--- src/rtl/pwm_ctrl_pkg.sv ---
// Shared types and defaults for the ramped PWM controller.
// Imported by the counter core and the controller top.
package pwm_ctrl_pkg;

  localparam int CW         = 16;
  localparam int DEF_PERIOD = 20;
  localparam int DEF_DUTY   = 2;

  typedef enum logic [1:0] {
    IDLE,
    ARMED,
    RAMP
  } state_t;

endpackage

--- src/rtl/pwm_counter_core.sv ---
// Period counter and PWM compare for one channel.
// Settings arrive already boundary-synchronised from the controller.
module pwm_counter_core #(
  parameter int CW = 16
) (
  input  logic          clock,
  input  logic          reset,
  input  logic          enable,
  input  logic [CW-1:0] period_act,
  input  logic [CW-1:0] duty_act,
  output logic [CW-1:0] counter,
  output logic          period_end,
  output logic          pwm_out
);

  localparam logic [CW-1:0] ONE = CW'(1);

  logic [CW-1:0] cnt;
  logic          last;

  // >= keeps the wrap safe even if the period ever shrinks under the count
  assign last = (cnt >= (period_act - ONE));

  always_ff @(posedge clock or posedge reset) begin
    if (reset) begin
      cnt <= '0;
    end else if (!enable || last) begin
      cnt <= '0;
    end else begin
      cnt <= cnt + ONE;
    end
  end

  assign counter    = enable ? cnt : '0;
  assign period_end = enable && last;
  assign pwm_out    = enable && !reset && (cnt < duty_act);

endmodule

--- src/rtl/pwm_ramp_ctrl.sv ---
// PWM channel with handshaked commands, boundary-synchronised updates
// and a saturating per-period duty ramp.
module pwm_ramp_ctrl #(
  parameter int CW         = pwm_ctrl_pkg::CW,
  parameter int DEF_PERIOD = pwm_ctrl_pkg::DEF_PERIOD,
  parameter int DEF_DUTY   = pwm_ctrl_pkg::DEF_DUTY
) (
  input  logic          clock,
  input  logic          reset,
  input  logic          enable,
  input  logic          cmd_valid,
  output logic          cmd_ready,
  input  logic [CW-1:0] cmd_period,
  input  logic [CW-1:0] cmd_duty,
  input  logic [CW-1:0] cmd_step,
  output logic          pwm_out,
  output logic [CW-1:0] counter,
  output logic          period_end,
  output logic          busy,
  output logic          err
);

  import pwm_ctrl_pkg::*;

  localparam logic [CW-1:0] ONE = CW'(1);
  localparam logic [CW-1:0] P0  = CW'(DEF_PERIOD);
  localparam logic [CW-1:0] D0  = CW'(DEF_DUTY);

  state_t        state;
  logic [CW-1:0] period_act;
  logic [CW-1:0] duty_act;
  logic [CW-1:0] period_tgt;
  logic [CW-1:0] duty_tgt;
  logic [CW-1:0] step_tgt;
  logic [CW-1:0] cmd_ptgt;
  logic [CW-1:0] base;
  logic [CW-1:0] nxt_base;
  logic [CW-1:0] nxt_act;

  function automatic logic [CW-1:0] step_toward(
    input logic [CW-1:0] cur,
    input logic [CW-1:0] tgt,
    input logic [CW-1:0] stp
  );
    logic [CW:0] sum;
    sum = {1'b0, cur} + {1'b0, stp};
    if (cur <= tgt) begin
      return (sum > {1'b0, tgt}) ? tgt : sum[CW-1:0];
    end
    return ((cur - tgt) <= stp) ? tgt : (cur - stp);
  endfunction

  assign cmd_ready = (state == IDLE);
  assign busy      = (state != IDLE);
  assign cmd_ptgt  = (cmd_period == '0) ? ONE : cmd_period;
  assign base      = (duty_act < period_tgt) ? duty_act : period_tgt;
  assign nxt_base  = step_toward(base, duty_tgt, step_tgt);
  assign nxt_act   = step_toward(duty_act, duty_tgt, step_tgt);

  always_ff @(posedge clock or posedge reset) begin
    if (reset) begin
      state      <= IDLE;
      period_act <= P0;
      duty_act   <= D0;
      period_tgt <= P0;
      duty_tgt   <= D0;
      step_tgt   <= '0;
      err        <= 1'b0;
    end else begin
      unique case (state)
        IDLE: begin
          if (cmd_valid) begin
            period_tgt <= cmd_ptgt;
            step_tgt   <= cmd_step;
            state      <= ARMED;
            if (cmd_duty > cmd_ptgt) begin
              duty_tgt <= cmd_ptgt;
              err      <= 1'b1;
            end else begin
              duty_tgt <= cmd_duty;
            end
          end
        end
        // disabled counter already sits at 0, so loading now is glitch-free
        ARMED: begin
          if (period_end || !enable) begin
            period_act <= period_tgt;
            if (step_tgt == '0 || base == duty_tgt) begin
              duty_act <= duty_tgt;
              state    <= IDLE;
            end else begin
              duty_act <= nxt_base;
              state    <= (nxt_base == duty_tgt) ? IDLE : RAMP;
            end
          end
        end
        RAMP: begin
          if (period_end) begin
            duty_act <= nxt_act;
            if (nxt_act == duty_tgt) state <= IDLE;
          end
        end
        default: state <= IDLE;
      endcase
    end
  end

  pwm_counter_core #(.CW(CW)) u_core (
    .clock      (clock),
    .reset      (reset),
    .enable     (enable),
    .period_act (period_act),
    .duty_act   (duty_act),
    .counter    (counter),
    .period_end (period_end),
    .pwm_out    (pwm_out)
  );

endmodule

--- config.mk ---
export PLATFORM = sky130hd
export DESIGN_NAME = pwm_ramp_ctrl
export DESIGN_NICKNAME = d
export VERILOG_FILES = /design/src/rtl/pwm_ctrl_pkg.sv /design/src/rtl/pwm_counter_core.sv /design/src/rtl/pwm_ramp_ctrl.sv
export SDC_FILE = /design/constraint.sdc
export NUM_CORES = 1
export LEC_CHECK = 0
export BUFFER_PORTS_ARGS = -buffer_cell sky130_fd_sc_hd__buf_4
export CAP_MARGIN = 5
export CORE_ASPECT_RATIO = 0.8
export CORE_MARGIN = 5
export CORE_UTILIZATION = 50
export CTS_BUF_LIST = sky130_fd_sc_hd__clkbuf_4
export CTS_CLUSTER_DIAMETER = 30
export DETAILED_ROUTE_END_ITERATION = 12
export GPL_ROUTABILITY_DRIVEN = 0
export GPL_TIMING_DRIVEN = 0
export PLACE_DENSITY = 0.66
export SLEW_MARGIN = 10
export SYNTH_ARGS = -nofsm -noshare
export SYNTH_HDL_FRONTEND = slang
export SYNTH_SLANG_ARGS = --single-unit
--- constraint.sdc ---
create_clock -name clock -period 17 [get_ports clock]
set_clock_uncertainty 0.05 [all_clocks]
set_input_delay 1.7 -clock clock [delete_from_list [all_inputs] [get_ports clock]]
set_output_delay 1.7 -clock clock [all_outputs]
set_load 0.01 [all_outputs]
==> summary.txt <==
core area = 0.0270 mm2
ys async rst share = 1.00
flop and latch count out of synthesis = 99
Post-synth EDFFs = 0
Final Util = 0.545
number of CTS-inserted buffers = 9
Worst Path Required = 17.43 ns
largest family of logic cells by synthesized area = compound AO/OA/AOI/OAI gates
XOR/XNOR Fraction of Synth Area = 0.0847
Final Critical Period = 11.14 ns
PwrDens = 28.4 mW/mm2
first-pass GRT wire length = 73.9 mm
initial antenna violation count = 2
Cells after Synth = 1721
DRC Markers = 0
cell family with most CP delay = compound AO/OA/AOI/OAI gates
most frequent CP cell = a21o_1
Hold Slack = 0.471 ns
switching power = 0.131 mW
fin. max-slew vios = 0
Leak = 6.58 nW
clk root buf = clkbuf_4
Placed Area = 0.0146 mm2
total I/O pin count = 73
Critical Path Max Stage Delay = 0.75 ns
Post-CTS Setup Bufs = 0
register share of total power = 0.568
busiest grt layer = met1
detailed-placement wirelength estimate = 40.9 mm
multiplexer share of the synthesized area = 0.0231
grt total ovfl = 0
# H-tree levels = 3
largest net degree at the start of global routing = 79
GR Layer Usage met2 = 0.428
Mapped Avg Cell Area = 7.88 um2
share of post-route cells with drive strength above 1 = 0.0702
gr usage total = 0.312
GRT met3 Usage = 0.0997
Final Cell Area = 0.0147 mm2
register area share after synthesis = 0.183
Most used DFF post-synth = dfrtp_1
Final Cycle Share = 0.655
cts repair resizes = 0
max cap viols = 0
switching part of the total = 0.312
Setup TNS = 0 ns
Initial Utilization = 0.502
Clock Power Share = 0.335
Crit. End Element = flop
crit path launch type = flop
site row count = 54
Synth Area in Compound Gates = 0.251
slowest CP cell = o21ai_1
# setup viols final = 0
vias per inst = 6.33
worst hold path type = flop to flop
Post-Synth Adder-Cell Area = 0.214
Iter 0 DRT Violations = 1703
WS Path Type = flop to flop
peak supply drop = 0.0000272 V
Area Overhead vs Synth = 8.60%
Worst-Skew Late Latency = 0.58 ns
DIE AREA = 0.0306 mm2
WL per Instance = 22.8 um
Buffers on Ports = 72
Post-DRT Antenna Nets = 0
RSZ-0062 raised after global routing = no
Netlist cell types = 81
CTS tree = yes
post-synthesis cell area = 0.0136 mm2
Simple-Gate Fraction of Synth Area = 0.185
First-pass DRT Iterations = 7
vias = 13800
clock sink total = 99
Post-Syn Nets = 2001
fmax = 89.8 MHz
CP bufs+invs = 2
combinational power share = 0.097
hold_buf cts = 0
status = finished, final reports clean
worst-margin pin slew = 1.10 ns
Power Internal = 0.288 mW
CP max FO = 10
Total Routed Length = 49.6 mm
fill count = 2656
CTS Buffer Depth = 2
crit path DAT = 11.56 ns
die height = 157 um
grt met1 use = 0.472
# nets final = 2085
Reg clk slew, reported paths = 0.19 ns
Final Hold Vio Count = 0
Max transition margin = 0.262
number of global-route vias before repair = 12400
Die W = 194 um
synth warn = 0
## cell families (layout without fill, tap and decap cells)
family	after synthesis	after routing
simple gates	520	520
xor+xnor	128	128
flops	99	99
mux	31	31
buf+inv	207	296
compound gates	508	508
fa+ha+maj	228	228
other cells	0	1
## cell type report
class                   instances  area, um2  area share
well taps                     364        455      0.0309
clock inverters                 7       68.8     0.00467
flip-flops and latches         99       2480       0.169
repair buffers                 73        568      0.0385
multi-input cells            1415      10300       0.698
clock buffers                   9       67.6     0.00459
plain buffers                  70        285      0.0194
inverters                     137        519      0.0352
diodes                          1       2.50    0.000170
## flip-flops by register name (all words and copies together), names as in the netlist
name and flops:
err 1, step_tgt 16, period_act 16, u_core.cnt 16, period_tgt 16, duty_act 16, duty_tgt 16, state 2
## Yosys cell counts, types with 21 or more instances
master	n	share of area
ha_1	222	0.20
nand2_1	149	0.041
inv_1	136	0.038
nor2_1	127	0.035
o21ai_0	122	0.045
a21oi_1	101	0.037
dfrtp_1	93	0.17
xnor2_1	91	0.059
clkbuf_1	58	0.016
nand3_1	38	0.014
xor2_1	35	0.023
nor3_1	34	0.013
a21o_1	31	0.017
nand4_1	29	0.013
mux2i_1	28	0.021
nor2b_1	28	0.013
and2_1	24	0.011
nand2b_1	24	0.011
o211ai_1	24	0.013
o22ai_1	22	0.010
a211oi_1	21	0.012
## path summary, 6_finish.rpt
check | slack, ns | endpoint | startpoint | depth (start not counted)
hold / removal | 0.47 | period_act[4]$_DFFE_PP1P_ | period_act[4]$_DFFE_PP1P_ | 2
min in group asynchronous | 0.98 | duty_act[14]$_DFFE_PP0P_ | reset | 2
max in group asynchronous | 15.16 | duty_act[1]$_DFFE_PP1P_ | reset | 3
setup reg to reg | 5.86 | duty_act[11]$_DFFE_PP0P_ | duty_act[1]$_DFFE_PP1P_ | 35
setup / recovery | 5.86 | duty_act[11]$_DFFE_PP0P_ | duty_act[1]$_DFFE_PP1P_ | 35
hold reg to reg | 0.47 | period_act[4]$_DFFE_PP1P_ | period_act[4]$_DFFE_PP1P_ | 2
## worst min-delay path: cells and delay by family (launching register included)
| family | cells | cell delay, ns |
|---|---|---|
| flops | 1 | 0.43 |
| simple gates | 1 | 0.05 |
| compound gates | 1 | 0.06 |
## metal layers
metal / share of wire / up-vias / routed length (um)
li1: - / 6455 / -
met1: 0.47 / 6520 / 23400
met2: 0.39 / 715 / 19200
met3: 0.12 / 82 / 5770
met4: 0.022 / 4 / 1110
met5: 0.0031 / - / 152
## stage by stage
step,worst slack (ns),power [mW],std cells
6_report,5.86,0.419,2175
5_1_grt,5.58,0.432,2175
4_1_cts,6.43,0.420,2174
3_5_place_dp,6.51,0.282,2158
3_3_place_gp,6.57,0.281,2157
2_1_floorplan,9.19,0.261,1721
## power by group through the flow
stage / combinational [mW] / clock [mW] / sequential (mW)
3_5_place_dp: 0.0404 / 0 / 0.242
2_1_floorplan: 0.0193 / 0 / 0.241
5_1_grt: 0.0450 / 0.149 / 0.238
3_3_place_gp: 0.0387 / 0 / 0.242
6_report: 0.0408 / 0.140 / 0.238
4_1_cts: 0.0407 / 0.142 / 0.238
## placed cells by master (no fill, tap or decap), drive strengths merged, types with 7 or more instances in the layout
master,n
a2111o,8
a2111oi,7
a211o,7
a211oi,22
a21o,31
a21oi,103
a221oi,13
a22oi,11
a31oi,12
and2,24
and3,13
buf,83
clkbuf,69
dfrtp,93
ha,222
inv,140
mux2i,28
nand2,149
nand2b,24
nand3,38
nand4,29
nor2,128
nor2b,28
nor3,34
nor4,17
o2111ai,7
o211ai,24
o21a,14
o21ai,127
o21bai,17
o221ai,12
o22ai,23
o31ai,11
or3,11
xnor2,91
xor2,35
Power figures use the tool's default switching activity.
